<file path="src/rtl/uart_rx_packet.sv">
// Serial receiver for one WIDTH-bit LArPix frame (start, WIDTH data bits LSB first, stop).
// The frame MSB is odd parity. Good payloads go out with a one-cycle flag; bad frames are counted.
module uart_rx_packet #(
    parameter int WIDTH  = 64,
    parameter int CLKDIV = 4
) (
    input  logic             clk,
    input  logic             reset_n,
    input  logic             rx_in,
    input  logic             rx_enable,
    output logic [WIDTH-2:0] rx_data,
    output logic             rx_data_flag,
    output logic             parity_error,
    output logic             frame_error,
    output logic             rx_busy,
    output logic [7:0]       rx_error_count
);

    localparam int         IDX_W    = $clog2(WIDTH + 1);
    localparam logic [7:0] CNT_HALF = 8'(CLKDIV / 2 - 1);
    localparam logic [7:0] CNT_LAST = 8'(CLKDIV - 1);

    typedef enum logic [2:0] {
        S_IDLE,
        S_START,
        S_DATA,
        S_STOP,
        S_BREAK
    } state_t;

    state_t             r_state, w_state_next;
    logic               r_rx_meta, r_rxs;
    logic [7:0]         r_cnt, w_cnt_next;
    logic [IDX_W-1:0]   r_idx, w_idx_next;
    logic [WIDTH-1:0]   r_sr, w_sr_next;
    logic [WIDTH-2:0]   r_rx_data;
    logic [7:0]         r_err_cnt;
    logic               r_flag, r_perr, r_ferr;
    logic               w_flag_next, w_perr_next, w_ferr_next;

    // The line idles high, so both synchroniser stages reset to 1 to avoid a false start bit.
    always_ff @(posedge clk or negedge reset_n) begin
        if (!reset_n) begin
            r_rx_meta <= 1'b1;
            r_rxs     <= 1'b1;
        end else begin
            r_rx_meta <= rx_in;
            r_rxs     <= r_rx_meta;
        end
    end

    always_comb begin
        // NOTE: every always_comb output gets a default first; a missed branch would otherwise infer a latch.
        w_state_next = r_state;
        w_cnt_next   = r_cnt;
        w_idx_next   = r_idx;
        w_sr_next    = r_sr;
        w_flag_next  = 1'b0;
        w_perr_next  = 1'b0;
        w_ferr_next  = 1'b0;

        if (!rx_enable) begin
            w_state_next = S_IDLE;
            w_cnt_next   = '0;
            w_idx_next   = '0;
        end else begin
            unique case (r_state)
                S_IDLE: begin
                    w_cnt_next = '0;
                    if (!r_rxs) w_state_next = S_START;
                end
                S_START: begin
                    if (r_cnt == CNT_HALF) begin
                        w_cnt_next   = '0;
                        w_idx_next   = '0;
                        w_state_next = r_rxs ? S_IDLE : S_DATA;
                    end else begin
                        w_cnt_next = r_cnt + 8'd1;
                    end
                end
                S_DATA: begin
                    if (r_cnt == CNT_LAST) begin
                        w_sr_next  = {r_rxs, r_sr[WIDTH-1:1]};
                        w_idx_next = r_idx + 1'b1;
                        w_cnt_next = '0;
                        if (r_idx == IDX_W'(WIDTH - 1)) w_state_next = S_STOP;
                    end else begin
                        w_cnt_next = r_cnt + 8'd1;
                    end
                end
                S_STOP: begin
                    if (r_cnt == CNT_LAST) begin
                        w_cnt_next = '0;
                        if (!r_rxs) begin
                            w_ferr_next  = 1'b1;
                            w_state_next = S_BREAK;
                        end else if (!(^r_sr)) begin
                            w_perr_next  = 1'b1;
                            w_state_next = S_IDLE;
                        end else begin
                            w_flag_next  = 1'b1;
                            w_state_next = S_IDLE;
                        end
                    end else begin
                        w_cnt_next = r_cnt + 8'd1;
                    end
                end
                S_BREAK: begin
                    w_cnt_next = '0;
                    if (r_rxs) w_state_next = S_IDLE;
                end
                default: w_state_next = S_IDLE;
            endcase
        end
    end

    // NOTE: sequential state uses non-blocking assignments so every flop samples pre-edge values.
    always_ff @(posedge clk or negedge reset_n) begin
        if (!reset_n) begin
            r_state   <= S_IDLE;
            r_cnt     <= '0;
            r_idx     <= '0;
            r_sr      <= '0;
            r_rx_data <= '0;
            r_flag    <= 1'b0;
            r_perr    <= 1'b0;
            r_ferr    <= 1'b0;
            r_err_cnt <= '0;
        end else begin
            r_state <= w_state_next;
            r_cnt   <= w_cnt_next;
            r_idx   <= w_idx_next;
            r_sr    <= w_sr_next;
            r_flag  <= w_flag_next;
            r_perr  <= w_perr_next;
            r_ferr  <= w_ferr_next;
            if (w_flag_next) r_rx_data <= r_sr[WIDTH-2:0];
            if ((w_perr_next || w_ferr_next) && (r_err_cnt != 8'hFF))
                r_err_cnt <= r_err_cnt + 8'd1;
        end
    end

    assign rx_data        = r_rx_data;
    assign rx_data_flag   = r_flag;
    assign parity_error   = r_perr;
    assign frame_error    = r_ferr;
    assign rx_error_count = r_err_cnt;
    assign rx_busy        = (r_state != S_IDLE);

endmodule
</file>
<file path="config.mk">
export PLATFORM = sky130hd
export DESIGN_NAME = uart_rx_packet
export DESIGN_NICKNAME = d
export VERILOG_FILES = /design/src/rtl/uart_rx_packet.sv
export SDC_FILE = /design/constraint.sdc
export NUM_CORES = 1
export LEC_CHECK = 0
export ABC_AREA = 1
export CAP_MARGIN = 20
export CORE_MARGIN = 2
export CORE_UTILIZATION = 57
export DETAILED_ROUTE_END_ITERATION = 8
export DONT_BUFFER_PORTS = 1
export PLACE_DENSITY = 0.76
export SLEW_MARGIN = 20
export SYNTH_ARGS = -nofsm -noshare
export SYNTH_HDL_FRONTEND = slang
export SYNTH_SLANG_ARGS = --single-unit
</file>
<file path="constraint.sdc">
create_clock -name clk -period 4 [get_ports clk]
set_clock_uncertainty 0.2 [all_clocks]
set_input_delay 0.8 -clock clk [delete_from_list [all_inputs] [get_ports clk]]
set_output_delay 0.8 -clock clk [all_outputs]
set_load 0.005 [all_outputs]
</file>
# Word level (Yosys, flattened, before mapping)
# Cells that the tools add are included.
# Widths: inputs -> output; s select.
# totals
register_bits,158
out_inout_bits,75
inputBits,4
wordCells,72
# op_classes
reduce_logical,10
eq_ne,16
muxes,32
add_sub_neg,3
# op_table
operator,n
$reduce_xor 64->1,1
$mux 3,8
$mux 8,3
$pmux 8 s3,1
$mux 7,3
$ne 3x3->1 const B,6
$add 8x1->8 const B,2
$pmux 3 s5,1
$mux 1,14
$pmux 7 s2,1
$eq 8x1->1 const B,1
$eq 8x2->1 const B,1
$ne 8x8->1 const B,1
$add 7x1->7 const B,1
$eq 7x6->1 const B,1
$eq 3x2->1 const B,2
$reduce_and 3->1,2
$reduce_and 6->1,1
$ne 4x3->1 const B,1
$reduce_or 2->1,2
$eq 3x1->1 const B,1
$eq 3x3->1 const B,1
$logic_not 3->1,1
$ne 3x1->1 const B,1
4 further kinds,4

# Logic depth before layout (Yosys ltp)
# Gate-level depths: netlist (run 1).
# logic_depth
ltp_word,8
ltp_mapped,20
depth_no_buf,20

# Worst setup path after synthesis (run 1)
# Ideal clock, no wire load.
# synth_timing
path_type,input port to flip-flop
start,in rx_enable
end,reg r_idx[5]
setup_slack_ns,1.769
setup_time_ns,0.125
cell_stages,9
t_required_ns,3.675
t_arrival_ns,1.906
path_buffers,0
path_cell_list,nand3_1 -> nor2_1 -> inv_1 -> o21ai_1 -> nor2_4 -> inv_1 -> nor3_1 -> xnor2_1 -> a21oi_1
# synth_via
elab_chain_cells,2
word_cells_on_any_way,5
classes_between,3 x eq/ne; 1 x mux; 1 x reduce/logical
# synth_lines
item,line,text
start: declaration,10,"input logic rx_enable,"
$ne 3x1->1 (no source line) or $ne 3x3->1 (tied branches),--,
$reduce_and 3->1 (no source line),--,
end signal: assignment,132,r_idx <= w_idx_next;
end: declaration,34,"logic [IDX_W-1:0] r_idx, w_idx_next;"
# Parallel ways exist; a longest one is shown, timed or not.
# A chain may end at the register's enable or synchronous reset.

# Final worst setup path (run 1)
# layout_timing
start,reg r_cnt[0]
end,"reg r_rx_data[14], in the netlist rx_data[14]"
# layout_via
elab_chain_cells,4
# layout_lines
item,line,text
start: declaration,33,"logic [7:0] r_cnt, w_cnt_next;"
start signal: assignment,131,r_cnt <= w_cnt_next;
$eq 8x2->1,92,if (r_cnt == CNT_LAST) begin
$mux 1,92,
$mux 1,67,unique case (r_state)
$mux 1,62,if (!rx_enable) begin
end signal: assignment,137,if (w_flag_next) r_rx_data <= r_sr[WIDTH-2:0];
end: declaration,36,logic [WIDTH-2:0] r_rx_data;
# No other way between the ends.

==> results of run 1 <==
[per-stage QoR]
| step | utilization | cell area, sq um | worst slack, ns |
|---|---|---|---|
| floorplan | - | 7900 | 1.77 |
| global placement | 0.585 | 8030 | 1.09 |
| detailed placement | 0.585 | 8030 | 1.04 |
| CTS | 0.632 | 8670 | 1.03 |
| global route | 0.632 | 8670 | 0.767 |
| finish | 0.632 | 8670 | 1.05 |
[flip-flops by register name (all words and copies together), names as in the netlist]
register	cells
r_sr	64
rx_data	63
r_cnt	8
rx_error_count	8
r_idx	7
r_state	3
frame_error	1
parity_error	1
r_rx_meta	1
r_rxs	1
rx_data_flag	1
[final timing paths]
path / from / cells after the start / to / slack, ns
setup / recovery: r_cnt[0] / 9 / rx_data[14] / 1.05
hold / removal: reset_n / 0 / r_sr[37] / -0.13
setup reg to reg: r_cnt[0] / 9 / rx_data[14] / 1.05
hold reg to reg: r_rx_meta / 0 / r_rxs / 0.16
max in group asynchronous: reset_n / 0 / r_rx_meta / 3.40
min in group clk: r_rx_meta / 0 / r_rxs / 0.16
[logic make-up after synthesis]
logic type,after synthesis,synth area share
flops,158,0.501
fa+ha+maj,4,0.00634
buf+inv,142,0.0730
simple gates,555,0.283
compound gates,156,0.113
xor+xnor,21,0.0233
[cell usage after synthesis (8+ instances only)]
cell / instances
dfrtp_1: 156
o21ai_1: 14
clkbuf_1: 12
a21oi_1: 8
o21ai_2: 20
nor2_1: 21
nand2_1: 470
nand2_2: 19
xnor2_1: 10
inv_1: 110
o21ai_0: 100
xor2_1: 11
nand3_1: 21
nor3_1: 8
[routing by layer]
| layer | routed length (um) | vias up | part of all wire |
|---|---|---|---|
| met2 | 6930 | 117 | 0.47 |
| met3 | 645 | 20 | 0.044 |
| met4 | 272 | 0 | 0.018 |
| met5 | 0 | - | 0 |
| li1 | - | 3220 | - |
| met1 | 6880 | 2831 | 0.47 |
[power groups by stage]
| stage | logic, mW | clock network (mW) | registers (mW) |
|---|---|---|---|
| after global placement | 0.234 | 0 | 1.67 |
| final | 0.241 | 1.76 | 1.64 |
| after CTS | 0.240 | 1.79 | 1.64 |
| after floorplan | 0.189 | 0 | 1.67 |
| after detailed placement | 0.239 | 0 | 1.67 |
| after global routing | 0.275 | 1.87 | 1.64 |
[final cells by class]
cell class | instances | area [sq um]
fill | 1186 | 5050
timing repair buffer | 3 | 47.5
inverter | 114 | 428
sequential | 158 | 3960
tap | 180 | 225
clock buffer | 22 | 454
clock inverter | 10 | 188
multi-input combinational | 736 | 3370
==> results.py, run 1 <==
metrics = {
    "grt": {
        "grt_pass1_wl_um": 25700,
        "busiest_layer": "met2",
        "track_usage": 0.216,
        "grt_max_degree": 159,
        "antenna_found_initial": 0,
        "met2_usage": 0.355,
        "grt_pass1_vias": 5704,
        "grt_use_met1": 0.277,
        "grt_overflow": 0,
        "grt_use_met3": 0.0515,
    },
    "sta": {
        "finalSetupViolCount": 0,
        "worstMarginPinSlew_ns": 0.643,
        "hold_viol": 156,
        "slew_viol_final": 0,
        "hold_ws_ns": -0.135,
        "fin_tns_setup_ns": 0,
        "relSlewSlack": 0.572,
        "rsz0062_at_grt": "no",
        "fin_crit_sh": 0.737,
        "min_period_ns": 2.95,
        "fmax_ghz": 0.339,
    },
    "power": {
        "ir_worst_vdd_uv": 209,
        "p_seq_frac": 0.451,
        "net-switching-power_uw": 818,
        "power_density_nw_per_um2": 420,
        "clkPwrFrac": 0.483,
        "swShare": 0.225,
        "leakagePower_nw": 4.22,
        "combPwrFrac": 0.066,
        "total_power_mw": 3.64,
        "p_int_mw": 2.82,
    },
    "placement": {
        "gp_congestion": 0.854,
        "io_buffers": 0,
        "place_inst": 1191,
        "dp_hpwl_um": 9890,
    },
    "routing": {
        "vias": 6188,
        "drt_iter0_drc": 344,
        "first_pass_iters": 5,
        "wl_per_cell_um": 12.0,
        "drc_errors": 0,
        "postRouteAntennaNets": 0,
        "vias_per_cell": 5.06,
        "totalWireLength_um": 14700,
    },
    "run": {
        "max-cap-violations": 0,
    },
    "worst_setup_path": {
        "slowest_stage": "nand3_4",
        "slowest_delay_ns": 0.52,
        "start_kind": "register",
        "worstPathRequired_ns": 4.09,
        "crit_chain": "ha_1 -> inv_1 -> nor3_2 -> inv_1 -> nor3_2 -> nand3_4 -> buf_4 -> nand2_1 -> o21ai_0",
        "crit_type": "reg -> reg",
        "critPathArrivalTime_ns": 3.03,
        "crit_path_end_kind": "register",
        "critical_path_peak_fanout": 45,
        "crit_buf_inv": 3,
        "cp_top_family": "simple AND/OR/NAND/NOR gates",
    },
    "final_layout": {
        "syn_to_final_growth_pct": 9.79,
        "drive_gt1_frac": 0.0796,
        "layout_commonest_cell": "nand2_1",
        "num-nets-final": 1038,
        "fin_cells": 1223,
        "final_cell_mix": "469 x nand2_1, 156 x dfrtp_1, 110 x inv_1, 100 x o21ai_0",
        "antennaDiodeCount": 0,
    },
    "logic_synthesis": {
        "seq_area_frac_synth": 0.501,
        "synth_area_leader_cell": "dfrtp_1",
        "yosys_warnings": 0,
        "yosys-top-cells-area": "dfrtp_1 49%, nand2_1 22%, o21ai_0 6.3%, inv_1 5.2%, o21ai_2 2.2%",
        "ys_types": 38,
        "syn_inst": 1036,
        "synth-edff-count": 0,
        "synth_nets": 1044,
        "avgSynthCellArea_sq_um": 7.62,
        "synthArstFlopShare": 1.00,
        "synth_seq_cells": 158,
        "synth_ff_type": "dfrtp_1",
        "synth.cell_area_sq_um": 7900,
        "synth_top_area_frac": 0.494,
    },
    "clock_tree": {
        "clock_path_buffers": 2,
        "cts_resized": 0,
        "cts_tree": "yes",
        "cts_root_buf": "clkbuf_16",
        "h-tree-depth": 4,
        "post_cts_buffers": 0,
        "clk_latency_ns": 0.43,
        "cts_buffers": 17,
        "clock_sinks": 158,
        "clk_pin_slew_ns": 0.06,
    },
    "die": {
        "initial_core_util": 0.576,
        "core_sq_um": 13700,
        "rows": 43,
        "io_pins": 79,
        "dieWidth_um": 122,
        "fp.dieH_um": 122,
        "die_area_sq_um": 14800,
    },
    "run_status": {
        "violations": "hold timing",
        "status": "complete, but fails checks",
    },
    "worst_hold_path": {
        "hold_path_class": "in -> async",
    },
}
Note: power is estimated with default switching activity, not from simulation.
==> run 2, diff against run 1 <==
==> constraint.sdc (replaced) <==
create_clock -name clk -period 2.8 [get_ports clk]
set_clock_uncertainty 0.2 [all_clocks]
set_input_delay 0.56 -clock clk [delete_from_list [all_inputs] [get_ports clk]]
set_output_delay 0.56 -clock clk [all_outputs]
set_load 0.005 [all_outputs]
==> run 2 against run 1 <==
Net effect: the run still ends with hold timing left; worst hold slack worse by 0.23 ns; combinational power up 42%; register-to-register slack got worse by 0.65 ns; routed wire length is 0.44% lower; first-iteration DRC count is 6.4% higher; cell count is 0.33% higher; global-route usage decreased by 0.33 points; non-clock buffer count is 4 higher; final area decreased by 0.19%; largest cell class unchanged; largest power group is now sequential cells.
==> results.py, run 2 (same netlist as run 1, synthesis figures left out) <==
metrics = {
    "placement": {
        "gp_congestion": 0.850,
        "io_buffers": 0,
        "placed_area_sq_um": 8050,
        "dp_hpwl_um": 9730,
        "place_inst": 1194,
    },
    "die": {
        "die_area_sq_um": 14800,
        "fp.dieH_um": 122,
        "rows": 43,
        "dieWidth_um": 122,
        "initial_core_util": 0.576,
        "core_sq_um": 13700,
        "io_pins": 79,
    },
    "grt": {
        "grt_use_met1": 0.272,
        "antenna_found_initial": 0,
        "grt_pass1_vias": 5769,
        "busiest_layer": "met2",
        "grt_max_degree": 159,
        "grt_pass1_wl_um": 25400,
        "met2_usage": 0.353,
        "grt_overflow": 0,
        "track_usage": 0.212,
        "grt_use_met3": 0.0529,
    },
    "worst_setup_path": {
        "start_kind": "register",
        "reg2reg_depth": 10,
        "critPathArrivalTime_ns": 2.53,
        "crit_path_end_kind": "register",
        "critical_path_peak_fanout": 9,
        "crit_type": "reg -> reg",
        "critPathLaunch": "rx_error_count[0]",
        "worstPathRequired_ns": 2.93,
        "r2r_start": "rx_error_count[0]",
    },
    "final_layout": {
        "antennaDiodeCount": 0,
        "final_design_area_no_fill_sq_um": 8650,
        "drive_gt1_frac": 0.0812,
        "largest_register_ffs": 64,
        "final_cell_mix": "469 x nand2_1, 156 x dfrtp_1, 110 x inv_1, 100 x o21ai_0",
        "largest_register": "r_sr",
        "fin_cells": 1227,
        "syn_to_final_growth_pct": 9.58,
        "num-nets-final": 1042,
        "layout_commonest_cell": "nand2_1",
    },
    "worst_hold_path": {
        "hold_path_class": "in -> async",
    },
    "clock_tree": {
        "clock_path_buffers": 2,
        "cts_root_buf": "clkbuf_16",
        "cts_buffers": 17,
        "clk_pin_slew_ns": 0.06,
        "clock_sinks": 158,
        "clk_latency_ns": 0.43,
        "cts_tree": "yes",
        "post_cts_buffers": 0,
        "h-tree-depth": 4,
        "postCtsHoldBufs": 1,
    },
    "routing": {
        "drc_errors": 0,
        "vias": 6204,
        "totalWireLength_um": 14700,
        "wl_per_cell_um": 12.0,
        "drt_iter0_drc": 366,
        "first_pass_iters": 6,
        "vias_per_cell": 5.06,
        "postRouteAntennaNets": 0,
    },
    "run_status": {
        "violations": "hold timing",
        "status": "complete, but fails checks",
    },
    "sta": {
        "rsz0062_at_grt": "no",
        "fmax_ghz": 0.417,
        "hold_ws_ns": -0.369,
        "min_period_ns": 2.40,
        "fin_crit_sh": 0.857,
        "finalSetupViolCount": 0,
        "relSlewSlack": 0.545,
        "worstMarginPinSlew_ns": 0.683,
        "fin_tns_setup_ns": 0,
        "slew_viol_final": 0,
        "hold_viol": 158,
    },
    "power": {
        "clkPwrFrac": 0.465,
        "p_seq_frac": 0.467,
        "power_density_nw_per_um2": 582,
        "net-switching-power_mw": 1.17,
        "p_int_mw": 3.86,
        "ir_worst_vdd_uv": 379,
        "combPwrFrac": 0.068,
        "swShare": 0.233,
        "leakagePower_nw": 4.21,
    },
    "run": {
        "max-cap-violations": 0,
    },
}
==> run 2: power by group through the flow <==
| stage | registers, mW | clock network (mW) | logic, mW |
|---|---|---|---|
| floorplan | 2.38 | 0 | 0.271 |
| detailed placement | 2.39 | 0 | 0.343 |
| CTS | 2.35 | 2.39 | 0.345 |
| global route | 2.35 | 2.49 | 0.398 |
| global placement | 2.39 | 0 | 0.336 |
| finish | 2.35 | 2.34 | 0.342 |
==> run 2: repair_timing <==
action / 4_1_cts / 5_1_grt
setup endpoints to repair: 0 / 0
gates resized for setup: 0 / 0
endpoints found under the hold margin: 159 / 158
==> run 2: worst paths after layout <==
kind                                endpoint  slack (ns)
min reg2reg                            r_rxs        0.16
max in group asynchronous          r_rx_meta        2.50
min                              rx_data[43]       -0.37
max                        rx_error_count[3]        0.40
min in group clk                  r_state[0]        0.15
max reg2reg                rx_error_count[3]        0.40
==> run 2: worst max-delay path: stages, from the launching register on <==
cell and delay [ns]:
dfrtp_1 0.43, ha_1 0.22, nand2_1 0.08, nor3_1 0.31, inv_1 0.07, nor3_1 0.35
clkinv_1 0.34, nand3_1 0.16, nand2_1 0.05, nand2_1 0.05, inv_1 0.03
==> run 2: metal layers <==
layer	part of all wire	vias to the layer above
met5	0	-
met4	0.016	0
met3	0.038	17
met2	0.47	86
met1	0.48	2871
li1	-	3230
==> run 2: stage by stage <==
| stage | total power [mW] | hold slack, ns | utilization | setup slack, ns |
|---|---|---|---|---|
| detailed placement | 2.73 | 0.0674 | 0.587 | 0.413 |
| finish | 5.03 | -0.369 | 0.631 | 0.400 |
| CTS | 5.08 | -0.389 | 0.631 | 0.398 |
| global route | 5.24 | -0.394 | 0.631 | 0.152 |
| global placement | 2.72 | 0.0675 | 0.587 | 0.485 |
| floorplan | 2.65 | 0.0644 | - | 0.634 |
==> run 2: final cells by class <==
class | instances | area (sq um)
tap | 180 | 225
inverter | 114 | 428
timing repair buffer | 7 | 80.1
sequential | 158 | 3960
fill | 1212 | 5060
clock inverter | 9 | 135
clock buffer | 23 | 458
multi-input combinational | 736 | 3370
